[src/rtl/stopwatch_ctrl.sv]
// Stopwatch controller: synchronises the divided tick, debounces the start/stop and clear
// buttons, and runs an IDLE/RUNNING/PAUSED FSM that gates a 4-digit BCD mm:ss counter.
// All outputs come straight from flops.
module stopwatch_ctrl #(
  parameter int unsigned DEBOUNCE_CYCLES = 1_000_000,
  parameter int unsigned MAX_MIN_TENS    = 5
) (
  input  logic       clk_in,
  input  logic       rst,
  input  logic       tick_in,
  input  logic       btn_start_stop,
  input  logic       btn_clear,
  output logic [3:0] sec_ones,
  output logic [3:0] sec_tens,
  output logic [3:0] min_ones,
  output logic [3:0] min_tens,
  output logic       running,
  output logic [1:0] state,
  output logic       wrap_pulse
);

  localparam int unsigned CntW = (DEBOUNCE_CYCLES > 2) ? $clog2(DEBOUNCE_CYCLES) : 1;
  localparam logic [CntW-1:0] CntMax     = CntW'(DEBOUNCE_CYCLES - 1);
  localparam logic [3:0]      MinTensMax = 4'(MAX_MIN_TENS);

  // Button index within the packed button vectors.
  localparam int unsigned BtnStart = 0;
  localparam int unsigned BtnClear = 1;

  typedef enum logic [1:0] {
    StIdle  = 2'b00,
    StRun   = 2'b01,
    StPause = 2'b10
  } state_e;

  // ---------------------------------------------------------------------------
  // Tick path: bit0 = s1, bit1 = s2, bit2 = s3 (history for rising-edge detect)
  // ---------------------------------------------------------------------------
  logic [2:0] tick_sync_q, tick_sync_d;
  logic       tick_evt;

  // Shift the raw tick through the synchroniser and history stage.
  always_comb begin
    tick_sync_d = {tick_sync_q[1:0], tick_in};
  end

  assign tick_evt = tick_sync_q[1] & ~tick_sync_q[2];

  // ---------------------------------------------------------------------------
  // Button path: 2-FF synchroniser followed by a stability counter per button
  // ---------------------------------------------------------------------------
  logic [1:0]           btn_raw;
  logic [1:0]           btn_s1_q, btn_s1_d;
  logic [1:0]           btn_s2_q, btn_s2_d;
  logic [1:0]           btn_db_q, btn_db_d;
  logic [1:0]           press_q, press_d;
  logic [1:0][CntW-1:0] db_cnt_q, db_cnt_d;
  logic                 start_evt;
  logic                 clear_evt;

  assign btn_raw = {btn_clear, btn_start_stop};

  // Debounce: count cycles the synced level disagrees with the accepted level; flip once the
  // disagreement has lasted DEBOUNCE_CYCLES cycles. Only a 0->1 flip produces a press.
  always_comb begin
    btn_s1_d = btn_raw;
    btn_s2_d = btn_s1_q;
    btn_db_d = btn_db_q;
    press_d  = '0;
    db_cnt_d = '0;
    for (int i = 0; i < 2; i++) begin
      if (btn_s2_q[i] != btn_db_q[i]) begin
        if (db_cnt_q[i] == CntMax) begin
          btn_db_d[i] = btn_s2_q[i];
          press_d[i]  = btn_s2_q[i];
        end else begin
          db_cnt_d[i] = db_cnt_q[i] + 1'b1;
        end
      end
    end
  end

  assign start_evt = press_q[BtnStart];
  assign clear_evt = press_q[BtnClear];

  // ---------------------------------------------------------------------------
  // Control FSM
  // ---------------------------------------------------------------------------
  state_e state_q, state_d;
  logic   running_q, running_d;

  // Next-state: clear beats start/stop; the unused encoding falls back to IDLE.
  always_comb begin
    state_d = state_q;
    if (clear_evt) begin
      state_d = StIdle;
    end else begin
      case (state_q)
        StIdle:  if (start_evt) state_d = StRun;
        StRun:   if (start_evt) state_d = StPause;
        StPause: if (start_evt) state_d = StRun;
        default: state_d = StIdle;
      endcase
    end
    running_d = (state_d == StRun);
  end

  // ---------------------------------------------------------------------------
  // BCD mm:ss counter
  // ---------------------------------------------------------------------------
  logic [3:0] sec_ones_q, sec_ones_d;
  logic [3:0] sec_tens_q, sec_tens_d;
  logic [3:0] min_ones_q, min_ones_d;
  logic [3:0] min_tens_q, min_tens_d;
  logic       wrap_q, wrap_d;
  logic       count_en;

  // Gate on the current state so a tick on the edge that leaves RUNNING still counts and a
  // tick on the edge that enters RUNNING does not.
  assign count_en = (state_q == StRun) && tick_evt;

  // Ripple-carry BCD increment; '>=' comparisons pull any out-of-range digit back to 0.
  always_comb begin
    sec_ones_d = sec_ones_q;
    sec_tens_d = sec_tens_q;
    min_ones_d = min_ones_q;
    min_tens_d = min_tens_q;
    wrap_d     = 1'b0;
    if (clear_evt) begin
      sec_ones_d = '0;
      sec_tens_d = '0;
      min_ones_d = '0;
      min_tens_d = '0;
    end else if (count_en) begin
      if (sec_ones_q < 4'd9) begin
        sec_ones_d = sec_ones_q + 4'd1;
      end else begin
        sec_ones_d = '0;
        if (sec_tens_q < 4'd5) begin
          sec_tens_d = sec_tens_q + 4'd1;
        end else begin
          sec_tens_d = '0;
          if (min_ones_q < 4'd9) begin
            min_ones_d = min_ones_q + 4'd1;
          end else begin
            min_ones_d = '0;
            if (min_tens_q < MinTensMax) begin
              min_tens_d = min_tens_q + 4'd1;
            end else begin
              min_tens_d = '0;
              wrap_d     = 1'b1;
            end
          end
        end
      end
    end
  end

  // State registers, all cleared asynchronously by rst.
  always_ff @(posedge clk_in or posedge rst) begin
    if (rst) begin
      tick_sync_q <= '0;
      btn_s1_q    <= '0;
      btn_s2_q    <= '0;
      btn_db_q    <= '0;
      press_q     <= '0;
      db_cnt_q    <= '0;
      state_q     <= StIdle;
      running_q   <= 1'b0;
      sec_ones_q  <= '0;
      sec_tens_q  <= '0;
      min_ones_q  <= '0;
      min_tens_q  <= '0;
      wrap_q      <= 1'b0;
    end else begin
      tick_sync_q <= tick_sync_d;
      btn_s1_q    <= btn_s1_d;
      btn_s2_q    <= btn_s2_d;
      btn_db_q    <= btn_db_d;
      press_q     <= press_d;
      db_cnt_q    <= db_cnt_d;
      state_q     <= state_d;
      running_q   <= running_d;
      sec_ones_q  <= sec_ones_d;
      sec_tens_q  <= sec_tens_d;
      min_ones_q  <= min_ones_d;
      min_tens_q  <= min_tens_d;
      wrap_q      <= wrap_d;
    end
  end

  assign sec_ones   = sec_ones_q;
  assign sec_tens   = sec_tens_q;
  assign min_ones   = min_ones_q;
  assign min_tens   = min_tens_q;
  assign running    = running_q;
  assign state      = state_q;
  assign wrap_pulse = wrap_q;

endmodule

[config.mk]
export PLATFORM = sky130hd
export DESIGN_NAME = stopwatch_ctrl
export DESIGN_NICKNAME = d
export VERILOG_FILES = /design/src/rtl/stopwatch_ctrl.sv
export SDC_FILE = /design/constraint.sdc
export NUM_CORES = 1
export LEC_CHECK = 0
export ABC_AREA = 1
export BUFFER_PORTS_ARGS = -buffer_cell sky130_fd_sc_hd__buf_2
export CAP_MARGIN = 20
export CELL_PAD_IN_SITES_DETAIL_PLACEMENT = 0
export CELL_PAD_IN_SITES_GLOBAL_PLACEMENT = 1
export CORE_ASPECT_RATIO = 0.8
export CORE_UTILIZATION = 45
export CTS_CLUSTER_DIAMETER = 40
export DETAILED_ROUTE_END_ITERATION = 10
export PLACE_DENSITY_LB_ADDON = 0.25
export SYNTH_ARGS = -nofsm -noshare
export SYNTH_HDL_FRONTEND = slang
export SYNTH_SLANG_ARGS = --single-unit
[constraint.sdc]
create_clock -name clk_in -period 2.6 [get_ports clk_in]
set_input_delay 0.26 -clock clk_in [delete_from_list [all_inputs] [get_ports clk_in]]
set_output_delay 0.26 -clock clk_in [all_outputs]
set_load 0.02 [all_outputs]
==> impl_metrics.json <==
{
  "status": "completed",
  "initial_core_util": 0.467,
  "cts_buffers": 9,
  "combPwrFrac": 0.030,
  "track_usage": 0.182,
  "grt-ovfl-total": 0,
  "synth_top_flop_cell": "dfrtp_1",
  "antenna_found_initial": 0,
  "syn_nets": 456,
  "synth_area_per_cell_um2": 8.41,
  "clkPwrFrac": 0.453,
  "required_ns": 2.83,
  "diodes": 0,
  "clk_latency_ns": 0.35,
  "critPathKind": "reg2reg",
  "worstSetupEndpointType": "flip-flop",
  "routed-wl-met2_mm": 3.00,
  "crit_family": "simple AND/OR/NAND/NOR gates",
  "met1Wirelength_mm": 3.65,
  "top_layer_used": "met4",
  "worst-r2r-setup-slack_ns": 0.92,
  "hold-worst-slack_ns": 0.0182,
  "cp-start-kind": "flip-flop",
  "slowest_delay_ns": 0.44,
  "layout-drive-gt1-share": 0.159,
  "slew_viol_final": 0,
  "vdd_drop_max_mv": 0.289,
  "final_nets": 494,
  "hold_path.startpoint": "btn_start_stop",
  "fin_cells": 592,
  "cts_resized": 0,
  "cts-root-buf": "clkbuf_8",
  "die_h_um": 83.2,
  "dp_hpwl_mm": 5.05,
  "cts_max_level": 3,
  "critPathMaxFanout": 11,
  "cts.sinks": 71,
  "maxCapViolCount": 0,
  "cp-endpoint": "min_tens[1]",
  "syn_inst": 441,
  "synth-async-reset-ratio": 1.00,
  "p_seq_frac": 0.517,
  "synth_cell_types": 34,
  "crit_start": "sec_ones[0]",
  "fin_setup_tns_ns": 0,
  "tightest_slew_ns": 0.496,
  "cts_tree": "done",
  "gp_congestion": 0.781,
  "min_period_ns": 1.68,
  "cp_num_buf_inv": 1,
  "grt_max_degree": 72,
  "synthTopCellsByArea": "dfrtp_1 (48%), nand2_1 (7.9%), nor2_1 (7.8%), inv_1 (5.7%), nand3_1 (4.5%)",
  "switching_share": 0.218,
  "p_leak_nw": 1.99,
  "synth_edf_count": 0,
  "post-route-period-util": 0.645,
  "cp_common_cell": "nand2_1",
  "syn_area_um2": 3710,
  "r2r-start": "sec_ones[0]",
  "n_fill_cell": 734,
  "yosysWarnings": 0,
  "whs_path_depth": 1,
  "intPower_mw": 1.70,
  "p_sw_uw": 475,
  "num_rows": 29,
  "detail_route.drc_violations": 0,
  "hold_viol": 0,
  "core_um2": 7950,
  "yosysSeqAreaShare": 0.479,
  "dieWidth_um": 104,
  "power.density_nw_per_um2": 515,
  "arrival_ns": 1.90,
  "grt_first_pass_wirelength_mm": 12.5,
  "slew-limit-headroom": 0.667,
  "crit_chain": "inv_1 > ha_1 > nand2_1 > nand2_1 > o21ai_4 > nand3_2 > nand2_1 > o21ai_0",
  "die_area_um2": 8610,
  "setup_violations": 0,
  "pin_count": 25,
  "numPortBuffers": 24,
  "max_clock_freq_ghz": 0.596,
  "yosysTopAreaCellShare": 0.479,
  "firstDrtPassIters": 5,
  "stdcell_area_um2": 4230,
  "synth_top_area_cell": "dfrtp_1",
  "drt_iter0_drc": 85,
  "r2r-end": "min_tens[1]",
  "dp.cells": 573,
  "finalClockSkew_ns": 0.0116,
  "grt_setup_unrepaired": "no",
  "final_util": 0.532,
  "rr_worst_depth": 8,
  "clk_pin_slew_ns": 0.08,
  "dpl_cell_area_um2": 3980,
  "area_delta_synth_final_pct": 14.0,
  "cts_buffer_depth": 2,
  "viasPerCell": 4.84,
  "routed_wl_mm": 6.99,
  "cp_slowest_cell": "dfrtp_1",
  "cp.depth": 8,
  "grt_pass1_vias": 2696,
  "ant_nets": 0,
  "avgRoutedWirePerCell_um": 11.8,
  "met3WireLength_um": 262,
  "routed-via-count": 2868,
  "min_path_type": "in2reg",
  "synth-seq-cells": 71
}
-- logic make-up (layout without fill, tap and decap cells) --
| kind of cell | count (synthesis) | in the layout | share of synthesized area |
|---|---|---|---|
| simple gates | 237 | 237 | 0.304 |
| flops | 71 | 71 | 0.479 |
| buf+inv | 61 | 104 | 0.0648 |
| compound gates | 39 | 39 | 0.0621 |
| xor+xnor | 23 | 23 | 0.0563 |
| fa+ha+maj | 10 | 10 | 0.0337 |
-- routing by layer --
layer | vias to the layer above | track usage
li1 | 1480 | -
met1 | 1335 | 0.254
met2 | 45 | 0.273
met3 | 8 | 0.0542
met4 | 0 | 0.0540
met5 | - | 0
-- placed cells by master, fill, tap and decap left out, types with 6 or more instances in the layout --
| cell type | synthesis | final |
|---|---|---|
| nand2_1 | 78 | 78 |
| nor2_1 | 77 | 77 |
| dfrtp_1 | 71 | 71 |
| inv_1 | 56 | 55 |
| nand3_1 | 33 | 33 |
| buf_2 | 1 | 24 |
| xor2_1 | 16 | 16 |
| a21oi_1 | 15 | 15 |
| o21ai_0 | 14 | 14 |
| nor3_1 | 13 | 13 |
| ha_1 | 10 | 10 |
| clkbuf_8 | 0 | 10 |
| nand4_1 | 8 | 8 |
| nand2_2 | 7 | 7 |
| xnor2_1 | 6 | 6 |
-- per-stage QoR --
step | worst slack (ns) | power, mW
floorplan | 0.543 | 1.19
global placement | 1.01 | 1.21
detailed placement | 0.930 | 1.21
CTS | 0.912 | 2.21
global route | 0.720 | 2.26
finish | 0.922 | 2.18
-- Yosys cell counts, types with 2 or more instances --
| master | instances |
|---|---|
| nand4_1 | 8 |
| xor2_1 | 16 |
| nor3_4 | 2 |
| nor2_1 | 77 |
| dfrtp_1 | 71 |
| nand3_2 | 5 |
| nor2_4 | 5 |
| o21ai_2 | 5 |
| nor2_2 | 2 |
| nand2_2 | 7 |
| ha_1 | 10 |
| inv_1 | 56 |
| nor3_1 | 13 |
| nand3_1 | 33 |
| nand2_4 | 2 |
| nand2_1 | 78 |
| xnor2_1 | 6 |
| inv_2 | 2 |
| o21ai_0 | 14 |
| a21oi_1 | 15 |
-- registers in the layout, indices dropped and copies added (netlist names) --
name	count
db_cnt_q	40
min_ones	4
min_tens	4
sec_ones	4
sec_tens	4
tick_sync_q	3
btn_db_q	2
btn_s1_q	2
btn_s2_q	2
press_q	2
state	2
running	1
wrap_pulse	1
-- layout make-up --
cell class	count	area, um^2	area share
timing repair buffer	29	178	0.0420
sequential	71	1780	0.420
inverter	59	224	0.0530
clock inverter	5	81.3	0.0192
multi-input combinational	309	1690	0.400
tap	108	135	0.0320
clock buffer	11	141	0.0334
-- worst min path at each step --
stage	to	slack [ns]
floorplan	btn_s1_q[0]	0.29
finish	btn_s1_q[0]	0.02
CTS	btn_s1_q[0]	0.0004
global route	btn_s1_q[0]	0.002
global placement	btn_s2_q[0]	0.33
detailed placement	btn_s2_q[0]	0.34
-- power groups by stage --
stage | clock network, mW | registers, mW | logic, mW
final | 0.987 | 1.13 | 0.0663
after floorplan | 0 | 1.15 | 0.0445
after global routing | 1.06 | 1.13 | 0.0768
after detailed placement | 0 | 1.15 | 0.0660
after CTS | 1.02 | 1.13 | 0.0692
after global placement | 0 | 1.15 | 0.0650
-- what timing repair did --
action | CTS | global route
endpoints found under the setup margin | 0 | 0
hold endpoints to repair | 66 | 0
hold buffers | 3 | 0
setup buffers | 0 | 0
(Power assumes the default switching activity.)
